[config.mk]
export PLATFORM = sky130hd
export DESIGN_NAME = lsu_byte_bridge
export DESIGN_NICKNAME = d
export VERILOG_FILES = /design/src/rtl/risc_pkg.sv /design/src/rtl/load_extend.sv /design/src/rtl/lsu_byte_bridge.sv
export SDC_FILE = /design/constraint.sdc
export NUM_CORES = 1
export LEC_CHECK = 0
export CAP_MARGIN = 20
export CORE_UTILIZATION = 52
export CTS_CLUSTER_DIAMETER = 120
export DETAILED_ROUTE_END_ITERATION = 7
export DONT_BUFFER_PORTS = 1
export HOLD_SLACK_MARGIN = 0.1
export PLACE_DENSITY = 0.73
export SLEW_MARGIN = 10
export SYNTH_ARGS = -nofsm -noshare
export SYNTH_HDL_FRONTEND = slang
export SYNTH_SLANG_ARGS = --single-unit
[constraint.sdc]
create_clock -name clk -period 2.5 [get_ports clk]
set_input_delay 0.375 -clock clk [delete_from_list [all_inputs] [get_ports clk]]
set_output_delay 0.375 -clock clk [all_outputs]
set_load 0.01 [all_outputs]
[src/rtl/risc_pkg.sv]
// Shared core/memory-path types: data-memory access size, LSU bridge states
// and helpers for access byte count and alignment.
package risc_pkg;

  typedef enum logic [1:0] {
    OP_DMEM_BYTE = 2'd0,
    OP_DMEM_HALF = 2'd1,
    OP_DMEM_WORD = 2'd2
  } op_dmem_size;

  typedef enum logic [1:0] {
    LSU_IDLE = 2'd0,
    LSU_BUSY = 2'd1,
    LSU_DONE = 2'd2
  } lsu_state_enum;

  // The unused size encoding is handled as a word access.
  function automatic logic [2:0] dmem_byte_count(input op_dmem_size size);
    case (size)
      OP_DMEM_BYTE: dmem_byte_count = 3'd1;
      OP_DMEM_HALF: dmem_byte_count = 3'd2;
      default:      dmem_byte_count = 3'd4;
    endcase
  endfunction

  function automatic logic dmem_is_misaligned(input op_dmem_size size, input logic [1:0] addr_lo);
    case (size)
      OP_DMEM_BYTE: dmem_is_misaligned = 1'b0;
      OP_DMEM_HALF: dmem_is_misaligned = addr_lo[0];
      default:      dmem_is_misaligned = (addr_lo != 2'b00);
    endcase
  endfunction

endpackage

[src/rtl/load_extend.sv]
// Sign/zero extension of an assembled little-endian load word.
// Byte and half loads extend from bit 7/15; word loads pass through.
module load_extend
  import risc_pkg::*;
(
  input  logic [31:0] i_lanes,
  input  op_dmem_size i_size,
  input  logic        i_zero_ex,
  output logic [31:0] o_data
);

  always_comb begin
    o_data = i_lanes;
    case (i_size)
      OP_DMEM_BYTE: o_data = {{24{~i_zero_ex & i_lanes[7]}}, i_lanes[7:0]};
      OP_DMEM_HALF: o_data = {{16{~i_zero_ex & i_lanes[15]}}, i_lanes[15:0]};
      default:      o_data = i_lanes;
    endcase
  end

endmodule

[src/rtl/lsu_byte_bridge.sv]
// Serializes one core load/store into byte accesses on an 8-bit req/ack port,
// stalling the core until the access completes.
module lsu_byte_bridge
  import risc_pkg::*;
#(
  parameter int ADDR_WIDTH = 16,
  parameter int DATA_WIDTH = 8
) (
  input  logic                  clk,
  input  logic                  res_n,
  input  logic                  dmem_req,
  input  logic                  dmem_wr,
  input  op_dmem_size           dmem_size,
  input  logic                  dmem_zero_ex,
  input  logic [31:0]           dmem_addr,
  input  logic [31:0]           dmem_wr_data,
  output logic [31:0]           dmem_rd_data,
  output logic                  dmem_stall,
  output logic                  dmem_done,
  output logic                  dmem_misaligned,
  output logic                  mem_req,
  output logic                  mem_wr,
  output logic [ADDR_WIDTH-1:0] mem_addr,
  output logic [DATA_WIDTH-1:0] mem_wr_data,
  input  logic [DATA_WIDTH-1:0] mem_rd_data,
  input  logic                  mem_ack
);

  lsu_state_enum         r_state;
  lsu_state_enum         w_next_state;
  logic [ADDR_WIDTH-1:0] r_addr;
  logic [31:0]           r_wdata;
  op_dmem_size           r_size;
  logic                  r_wr;
  logic                  r_zero_ex;
  logic [1:0]            r_cnt;
  logic [31:0]           r_lanes;
  logic [31:0]           w_lanes_next;
  logic [31:0]           w_ext;
  logic [7:0]            w_byte;
  logic [2:0]            w_count;
  logic                  w_last;
  logic                  w_misaligned;
  logic                  w_start;
  logic                  w_addr_unused;

  // Core address bits above the memory port width are intentionally dropped.
  assign w_addr_unused = ^dmem_addr[31:ADDR_WIDTH];

  assign w_count      = dmem_byte_count(r_size);
  assign w_last       = ({1'b0, r_cnt} == (w_count - 3'd1));
  assign w_misaligned = dmem_is_misaligned(dmem_size, dmem_addr[1:0]);
  assign w_start      = (r_state == LSU_IDLE) && dmem_req && !w_misaligned;

  always_comb begin
    w_byte       = r_wdata[7:0];
    w_lanes_next = r_lanes;
    case (r_cnt)
      2'd0: begin w_byte = r_wdata[7:0];   w_lanes_next[7:0]   = mem_rd_data; end
      2'd1: begin w_byte = r_wdata[15:8];  w_lanes_next[15:8]  = mem_rd_data; end
      2'd2: begin w_byte = r_wdata[23:16]; w_lanes_next[23:16] = mem_rd_data; end
      default: begin w_byte = r_wdata[31:24]; w_lanes_next[31:24] = mem_rd_data; end
    endcase
  end

  load_extend u_load_extend (
    .i_lanes   (w_lanes_next),
    .i_size    (r_size),
    .i_zero_ex (r_zero_ex),
    .o_data    (w_ext)
  );

  // IDLE outputs are gated by res_n so a held request cannot stall the core during reset.
  always_comb begin
    w_next_state    = r_state;
    mem_req         = 1'b0;
    mem_wr          = 1'b0;
    mem_addr        = '0;
    mem_wr_data     = '0;
    dmem_stall      = 1'b0;
    dmem_done       = 1'b0;
    dmem_misaligned = 1'b0;
    case (r_state)
      LSU_IDLE: begin
        if (dmem_req && res_n) begin
          if (w_misaligned) begin
            dmem_misaligned = 1'b1;
          end else begin
            dmem_stall   = 1'b1;
            w_next_state = LSU_BUSY;
          end
        end else begin
          w_next_state = LSU_IDLE;
        end
      end
      LSU_BUSY: begin
        mem_req     = 1'b1;
        mem_wr      = r_wr;
        mem_addr    = r_addr + ADDR_WIDTH'(r_cnt);
        mem_wr_data = w_byte;
        dmem_stall  = 1'b1;
        if (mem_ack && w_last) begin
          w_next_state = LSU_DONE;
        end else begin
          w_next_state = LSU_BUSY;
        end
      end
      LSU_DONE: begin
        dmem_done    = 1'b1;
        w_next_state = LSU_IDLE;
      end
      default: w_next_state = LSU_IDLE;
    endcase
  end

  always_ff @(posedge clk or negedge res_n) begin
    if (!res_n) begin
      r_state <= LSU_IDLE;
    end else begin
      r_state <= w_next_state;
    end
  end

  always_ff @(posedge clk or negedge res_n) begin
    if (!res_n) begin
      r_addr       <= '0;
      r_wdata      <= 32'd0;
      r_size       <= OP_DMEM_BYTE;
      r_wr         <= 1'b0;
      r_zero_ex    <= 1'b0;
      r_cnt        <= 2'd0;
      r_lanes      <= 32'd0;
      dmem_rd_data <= 32'd0;
    end else if (w_start) begin
      r_addr    <= dmem_addr[ADDR_WIDTH-1:0];
      r_wdata   <= dmem_wr_data;
      r_size    <= dmem_size;
      r_wr      <= dmem_wr;
      r_zero_ex <= dmem_zero_ex;
      r_cnt     <= 2'd0;
      r_lanes   <= 32'd0;
    end else if ((r_state == LSU_BUSY) && mem_ack) begin
      r_lanes <= w_lanes_next;
      if (w_last) begin
        if (!r_wr) begin
          dmem_rd_data <= w_ext;
        end
      end else begin
        r_cnt <= r_cnt + 2'd1;
      end
    end
  end

endmodule

==> flow_summary.toml, run 1 <==
[critical_path]
crit_path_end = "mem_wr_data[6]"
required_ns = 2.12
r2r-end = "dmem_rd_data[5]"
cp-startpoint = "r_cnt[0]"
worst-r2r-cell-count = 6
path_max_fanout = 8
reg2reg_slack_ns = 0.33
crit_type = "register to output port"
end_kind = "output port"
worstReg2RegStart = "r_cnt[0]"
start_kind = "register"
arrival_ns = 2.10

[synth]
synth_top_area_share_pct = 50.3
synthTopCellsByArea = "dfrtp_1 (50%), mux2_2 (12%), mux2_4 (7.6%), mux2i_1 (4.0%), nor2_1 (3.6%)"
ys_seq_area_share_pct = 50.3
syn_inst = 509
synth_cell_types = 45
synthesis.nets = 596
synth_edf_count = 0
syn_avg_cell_area_um2 = 11.7
ys_ff_latch = 120
yosysMostFrequentCell = "dfrtp_1"
syn-cell-area_um2 = 5960
synth_area_leader_cell = "dfrtp_1"
synth_ff_type = "dfrtp_1"
synth_top_cells_by_count = "dfrtp_1 (120), mux2_2 (62), nor2_1 (57)"
yosysWarnings = 0
postSynth.asyncResetShare_pct = 100

[placement]
port_buffers = 0
hpwl_mm = 8.68
place.gp.congestion = 0.771

[cells_and_area]
fillers = 767
finalNetCount = 642
antenna_cells = 0
layout-drive-gt1-share_pct = 31.9
final-seq-area_um2 = 3000
multi_input_area_um2 = 2840
area_growth_pct = 22.3

[drt]
top_layer_used = "met4"
wl_met3_mm = 1.10
drt_pass1_iterations = 6
routed_wirelength_mm = 14.2
avgRoutedWirePerCell_um = 20.0
wl_met1_mm = 5.73
drc = 0
wl_met2_mm = 7.18
drt_iter0_markers = 246
via_per_inst = 5.89
vias = 4169
ant_nets = 0

[clock_tree]
clk_pin_slew_ns = 0.06
cts_made_buffers = 17
clockRootBuffer = "clkbuf_16"
clockBufferDepth = 2
cts.sinks = 120
cts_tree = "done"
clkLatencyLatePin_ns = 0.42
htree_levels = 4

[run]
max-cap-violations = 0

[grt]
grt_pass1_vias = 4298
grt_usage_pct = 24.9
grt_pass1_wl_mm = 22.0
grt_max_degree = 123
grt-ovfl-total = 0
antenna_found_initial = 0

[die]
chipWidth_um = 109
fp.dieH_um = 109
ios = 141
core_um2 = 11000
fp-row-count = 38
dieArea_um2 = 11900
initial_core_util_pct = 54.1

[sta]
fin_crit_ns = 2.47
slew_headroom_pct = 71.1
fmax_ghz = 0.404
maxSlewViolCount = 0
hold-worst-slack_ns = -0.349
skew_ns = 0.0117
tightest_slew_ns = 0.433
finalSetupViolations = 0
hold_viol_final = 120
period_share_pct = 99.0
rsz0062_at_grt = "yes"

[outcome]
outcome = "finished with violations"
violations = "negative hold slack"

[power_and_ir_drop]
powerDensity_nw_per_um2 = 1400
leakage_uw = 0.00318
peakVddDrop_mv = 1.01
total_power_uw = 10200

[worst_hold_path]
hold_path_class = "input port to asynchronous set/reset pin"
logic make-up after synthesis:
kind of cell | count (synthesis) | share of synthesized area (%)
simple gates | 124 | 9.52
flops | 120 | 50.3
mux | 116 | 23.3
compound gates | 89 | 9.57
buf+inv | 42 | 4.07
xor+xnor | 11 | 1.62
fa+ha+maj | 7 | 1.59
flip-flops by register name, indices dropped and copies added, names as in the netlist:
register      count
r_state           2
r_addr           16
r_lanes          32
dmem_rd_data     32
r_wdata          32
r_size            2
r_cnt             2
r_zero_ex         1
r_wr              1
how the worst min path moves through the flow:
stage                             endpoint  slack (ns)
after floorplan            dmem_rd_data[0]        0.08
after global routing      dmem_rd_data[16]       -0.37
after global placement    dmem_rd_data[30]        0.08
after CTS                 dmem_rd_data[30]       -0.36
final                          r_lanes[18]       -0.35
after detailed placement  dmem_rd_data[30]        0.08
cells in the final DEF, fill, tap and decap left out, types with 2 or more instances in the layout:
master         instances
mux2_2                62
clkinvlp_4             3
clkinv_2               2
nor2_2                 5
ha_1                   2
dfrtp_1              120
and2_1                 5
nor2_1                52
a211oi_1              21
nand4_1                5
o21ai_0               26
and3_2                 2
ha_4                   3
xnor2_1                5
inv_1                  6
dlygate4sd3_1         37
and3_1                 2
buf_4                 19
nand3_1                7
buf_6                  2
buf_12                 3
bufinv_16              5
a222oi_1               8
clkbuf_16             17
a31o_2                 2
mux2i_1               24
inv_2                  2
a21oi_1               18
nand2_1               30
clkinv_4               4
mux2_4                30
xor2_1                 6
a21oi_2                6
a21oi_4                2
nor3_1                 3
critical path: stages, from the launching register on:
cell      delay [ns]
dfrtp_1         0.42
buf_6           0.16
ha_4            0.17
buf_4           0.17
a222oi_1        0.32
nor2_1          0.14
a21oi_1         0.19
nor2_1          0.11
power by group:
part | total (uW) | switching [uW] | internal, uW
Sequential | 3690 | 818 | 2870
Combinational | 3880 | 1960 | 1920
Clock | 2670 | 901 | 1770
Total | 10200 | 3680 | 6560
through the flow:
stage          std cells  TNS (ns)  util, %  worst slack, ns  instance area (um2)
2_1_floorplan        509         0        -            0.236                 5960
4_1_cts              698   -0.0210     64.5          -0.0187                 7120
3_3_place_gp         630         0     55.0            0.314                 6070
5_1_grt              708    -0.213     66.1          -0.0589                 7290
6_report             708         0     66.1           0.0261                 7290
3_5_place_dp         630         0     55.0            0.258                 6070
routing by layer:
layer  GRT usage [%]  vias up
met2            41.2      172
met1            29.9     2072
met4            6.76        0
met3            9.86       18
met5               0        -
li1                -     1907
layout make-up:
cell class              instances  share of cell area (%)
clock buffers                  17                    5.83
clock inverters                15                    3.11
inverters                       8                   0.412
multi-input cells             347                    38.9
flip-flops and latches        120                    41.2
well taps                     140                    2.40
repair buffers                 61                    8.17
repair_timing:
| item | 4_1_cts | 5_1_grt |
|---|---|---|
| buffers inserted | 0 | 9 |
| gates resized for setup | 11 | 23 |
| setup endpoints to repair | 10 | 13 |
| gates cloned | 0 | 0 |
| hold endpoints to repair | 156 | 121 |
| pin swaps | 3 | 8 |
| hold buffers | 36 | 1 |
(Power assumes the default switching activity.)
==> run 2: changes to the inputs <==
CELL_PAD_IN_SITES_DETAIL_PLACEMENT = 1   (was not set)
CELL_PAD_IN_SITES_GLOBAL_PLACEMENT = 1   (was not set)
CORE_MARGIN = 2   (was not set)
CORE_UTILIZATION = 50   (was 52)
PLACE_DENSITY = 0.86   (was 0.73)
==> run 2 against run 1 <==
  * The run ends with design-rule violations, negative hold slack, negative setup slack left
  * Highest routed layer is now met5
  * First-iteration DRC count is 3.3% lower
  * Hold slack got worse by 0.0066 ns
  * Core utilization decreased by 1.4 points
  * Routed wire length up 30%
  * Sequential power up 3%
  * Critical path depth stayed put
  * Register-to-register slack worse by 0.28 ns
  * Via count is 8.1% higher
==> flow_summary.toml, run 2 (synthesis gave the netlist of run 1 again) <==
[power_and_ir_drop]
p_int_uw = 6500
leakage_uw = 0.00324
switching_share_pct = 38.9
seq_power_share_pct = 35.8
peakVddDrop_mv = 0.837
powerDensity_nw_per_um2 = 1430
netSwitchingPower_uw = 4140
power.share.clock_pct = 23.8
pwr-share-comb_pct = 40.4

[drt]
drt_pass1_iterations = 7
drt_iter0_markers = 238
ant_nets = 0
drc = 4
avgRoutedWirePerCell_um = 25.2
routed_wirelength_mm = 18.5
vias = 4508
via_per_inst = 6.17

[clock_tree]
clockBufferDepth = 2
cts.sinks = 120
cts_tree = "done"
cts_made_buffers = 17
clkLatencyLatePin_ns = 0.43
htree_levels = 4
clockRootBuffer = "clkbuf_16"
clk_pin_slew_ns = 0.06

[sta]
setup_slack_ns = -0.0348
period_share_pct = 101
maxSlewViolCount = 0
hold-worst-slack_ns = -0.356
setup_tns_ns = -0.108
fin_crit_ns = 2.53
hold_viol_final = 120
rsz0062_at_grt = "yes"
finalSetupViolations = 4
skew_ns = 0.0131
fmax_ghz = 0.395
slew_headroom_pct = 51.9
tightest_slew_ns = 0.722

[cells_and_area]
final_common_cell = "dfrtp_1"
antenna_cells = 0
layout-drive-gt1-share_pct = 35.4
post-route-cell-area_um2 = 7460
finalNetCount = 662
area_growth_pct = 25.0
top_regs = "dmem_rd_data x32, r_lanes x32, r_wdata x32"
fin_util_pct = 64.8
layout.cells.non_filler = 731
final_cell_mix = "dfrtp_1 (118), mux2_2 (62), dlygate4sd3_1 (45)"

[die]
initial_core_util_pct = 51.8
dieArea_um2 = 12800
ios = 141
fp.dieH_um = 113
chipWidth_um = 113
fp-row-count = 39
core_um2 = 11500

[critical_path]
crit_type = "register to output port"
arrival_ns = 2.16
path_max_fanout = 4
start_kind = "register"
cp-startpoint = "r_cnt[0]"
required_ns = 2.12
end_kind = "output port"
worstReg2RegStart = "r_cnt[1]"

[placement]
placed_area_um2 = 6050
place.gp.congestion = 0.853
hpwl_mm = 9.85
dp_cells = 631
port_buffers = 0

[outcome]
outcome = "finished with violations"
violations = "design-rule violations, negative hold slack, negative setup slack"

[grt]
grt_usage_pct = 28.0
grt-ovfl-total = 0
antenna_found_initial = 1
grt_pass1_wl_mm = 27.4
grt_pass1_vias = 4942
grt_max_degree = 123

[worst_hold_path]
hold_path_class = "input port to asynchronous set/reset pin"

[run]
max-cap-violations = 0
## run 2: what timing repair did
item	in CTS	in global routing
endpoints found under the setup margin	19	17
pin swaps	13	22
resized for setup	27	31
hold endpoints to repair	163	123
hold buffers	42	3
setup buffers	7	18
## run 2: path summary, 6_finish.rpt
check | to | slack (ns) | depth (start not counted)
setup reg to reg | dmem_rd_data[31] | 0.05 | 9
max in group asynchronous | r_cnt[1] | 2.66 | 0
hold reg to reg | r_wdata[16] | 0.51 | 1
setup / recovery | mem_addr[8] | -0.03 | 7
hold / removal | dmem_rd_data[17] | -0.36 | 0
min in group clk | r_wdata[5] | 0.11 | 1
## run 2: worst max-delay path, cell delays in order, from the launching register on
cell     delay (ns)
dfrtp_2        0.44
ha_4           0.18
fa_2           0.36
and2_4         0.17
buf_4          0.15
nand4_1        0.14
xor2_1         0.21
nor2_2         0.08
## run 2: per-layer routing
metal	vias to the layer above	wire length, um	global-route usage [%]
met5	-	8	0
met4	2	398	9.35
met2	156	9630	48.0
li1	1956	-	-
met1	2357	7250	32.8
met3	37	1170	9.80
## run 2: final cells by class
type	instances	area (um2)
Fill cell	1123	4060
Sequential cell	120	3010
Multi-Input combinational cell	347	2910
Timing Repair Buffer	81	732
Clock buffer	19	443
Tap cell	143	179
Clock inverter	13	153
Inverter	8	35.0
## run 2: power groups by stage
| stage | clock network [uW] | registers (uW) | logic (uW) |
|---|---|---|---|
| after CTS | 2510 | 3710 | 3850 |
| after detailed placement | 0 | 3720 | 3560 |
| final | 2530 | 3800 | 4300 |
| after global placement | 0 | 3640 | 3360 |
| after global routing | 2640 | 3920 | 4640 |
| after floorplan | 0 | 3470 | 2880 |
## run 2: through the flow
stage                     worst slack [ns]  total power, uW
after global routing                -0.114            11200
after CTS                          -0.0612            10100
final                              -0.0348            10600
after floorplan                      0.236             6350
after global placement               0.203             7000
after detailed placement            0.0999             7280
==> run 3: changes to the inputs <==
TNS_END_PERCENT = 10   (was not set)
==> run 3 against run 2 <==
  * The flow still finishes with violations (design-rule violations, negative hold slack, negative setup slack)
  * Clock skew decreased by 0.0038 ns
  * Cell count fell by 1.5%
  * Via count is 2.9% lower
  * Hold slack improved by 0.0066 ns
  * Global-route usage is essentially flat
  * Sequential power hardly changed
  * Combinational power decreased by 5.1%
  * Clock power hardly changed
  * Clock-buffer cell count unchanged
  * Routed wire length down 3.4%
  * Core utilization shrank 1.3 points
  * Critical endpoint is now mem_wr_data[3]
  * Largest cell class unchanged
  * Largest power group unchanged
  * Highest routed layer is now met4
==> flow_summary.toml, run 3 (synthesis gave the netlist of run 1 again) <==
[sta]
hold_viol_final = 120
finalSetupViolations = 6
hold-worst-slack_ns = -0.349
fin_crit_ns = 2.61
rsz0062_at_grt = "yes"
tightest_slew_ns = 0.714
maxSlewViolCount = 0
skew_ns = 0.00933
period_share_pct = 104
slew_headroom_pct = 52.4
setup_slack_ns = -0.109
fmax_ghz = 0.383

[die]
chipWidth_um = 113
initial_core_util_pct = 51.8
ios = 141
dieArea_um2 = 12800
fp-row-count = 39
fp.dieH_um = 113
core_um2 = 11500

[critical_path]
end_kind = "output port"
worstPathCellList = "inv_1 > ha_4 > buf_4 > a222oi_1 > nor2_1 > a21oi_2 > nor2_2"
arrival_ns = 2.23
start_kind = "register"
cp_top_family = "compound AO/OA/AOI/OAI gates"
crit_type = "register to output port"
required_ns = 2.12
path_max_fanout = 8
crit_path_max_incr_delay_ns = 0.47
crit_slowest_cell = "a222oi_1"
crit_buf_inv = 2

[clock_tree]
cts_tree = "done"
cts_made_buffers = 17
clockRootBuffer = "clkbuf_16"
clockBufferDepth = 2
htree_levels = 4
cts.sinks = 120
clk_pin_slew_ns = 0.06
clkLatencyLatePin_ns = 0.42

[run]
max-cap-violations = 0

[cells_and_area]
layout-drive-gt1-share_pct = 32.4
antenna_cells = 0
final_common_cell = "dfrtp_1"
area_growth_pct = 22.6
multi_input_area_um2 = 2860
final_cell_mix = "dfrtp_1 (118), mux2_2 (62), nor2_1 (48)"
final-seq-area_um2 = 3010
finalNetCount = 651
top_regs = "dmem_rd_data x32, r_lanes x32, r_wdata x32"
fillers = 1115

[drt]
vias = 4379
routed_wirelength_mm = 17.8
via_per_inst = 6.08
drt_iter0_markers = 243
avgRoutedWirePerCell_um = 24.8
drc = 4
ant_nets = 0
drt_pass1_iterations = 7

[placement]
port_buffers = 0
pre_cts_ws_ns = 0.0999
hpwl_mm = 9.85
place.gp.congestion = 0.853

[power_and_ir_drop]
peakVddDrop_mv = 0.841
powerDensity_nw_per_um2 = 1420
total_power_uw = 10400
leakage_uw = 0.00318

[grt]
grt_pass1_wl_mm = 27.4
grt_pass1_vias = 4944
grt_max_degree = 123
grt-ovfl-total = 0
antenna_found_initial = 0
grt_usage_pct = 28.0

[outcome]
outcome = "finished with violations"
violations = "design-rule violations, negative hold slack, negative setup slack"

[worst_hold_path]
hold_path_class = "input port to asynchronous set/reset pin"
-- run 3: cell types whose count changed in the layout (fill, tap and decap cells not counted), moves of 2 or more --
cell     before  now
a21oi_1      17   19
nor2_1       44   48
a21oi_4       4    1
nand2_2       3    1
buf_6         3    1
buf_4        33   24
nand2_1      28   30
nor2_2       13    9
-- run 3: worst register-to-register path, cell delays in order (launching register included) --
cell,delay (ns)
dfrtp_2,0.44
buf_6,0.15
clkinvlp_4,0.10
ha_4,0.29
mux2_2,0.42
a2bb2oi_2,0.12
buf_4,0.20
o21ai_0,0.19
mux2_4,0.33
-- run 3: per-layer routing --
metal | global-route usage (%) | wire (um) | share of wire [%]
met1 | 32.4 | 7040 | 40
met5 | 0 | 0 | 0
met2 | 48.7 | 9330 | 52
met4 | 9.35 | 355 | 2.0
met3 | 9.53 | 1100 | 6.2
-- run 3: layout make-up --
| cell class | instances | share of cell area [%] |
|---|---|---|
| flip-flops and latches | 120 | 41.1 |
| multi-input cells | 347 | 39.1 |
| repair buffers | 70 | 8.78 |
| clock buffers | 19 | 6.06 |
| well taps | 143 | 2.45 |
| clock inverters | 13 | 2.09 |
| inverters | 8 | 0.462 |
-- run 3: timing repair --
| item | CTS | global route |
|---|---|---|
| resized for setup | 21 | 17 |
| pin swaps | 14 | 13 |
| endpoints found under the hold margin | 163 | 123 |
| endpoints found under the setup margin | 19 | 20 |
| setup buffers | 6 | 7 |
| hold buffers | 42 | 3 |
-- run 3: per-stage QoR --
step           cell area, um2  setup TNS [ns]  hold slack, ns  utilization, %  instances
6_report                 7310          -0.249          -0.349            63.5        720
5_1_grt                  7310           -1.37          -0.371            63.5        720
4_1_cts                  7170          -0.589          -0.368            62.3        711
3_5_place_dp             6050               0          0.0822            52.5        631
3_3_place_gp             6050               0          0.0825            52.5        631
2_1_floorplan            5960               0          0.0794               -        509
-- run 3: power by group --
| part | total (uW) | internal, uW | switching (uW) |
|---|---|---|---|
| combinational | 4080 | 1920 | 2160 |
| sequential | 3800 | 2870 | 929 |
| clock | 2500 | 1590 | 910 |
| total | 10400 | 6370 | 4000 |
-- run 3: path summary, 6_finish.rpt --
kind	slack, ns	from	depth (start not counted)	end
setup reg to reg	0.13	r_cnt[0]	8	dmem_rd_data[31]
setup / recovery	-0.11	r_cnt[1]	7	mem_wr_data[3]
max in group asynchronous	2.65	res_n	0	r_wdata[9]
hold reg to reg	0.51	r_wdata[16]	1	r_wdata[16]
hold / removal	-0.35	res_n	0	dmem_rd_data[30]
min in group clk	0.12	dmem_addr[8]	1	r_addr[8]
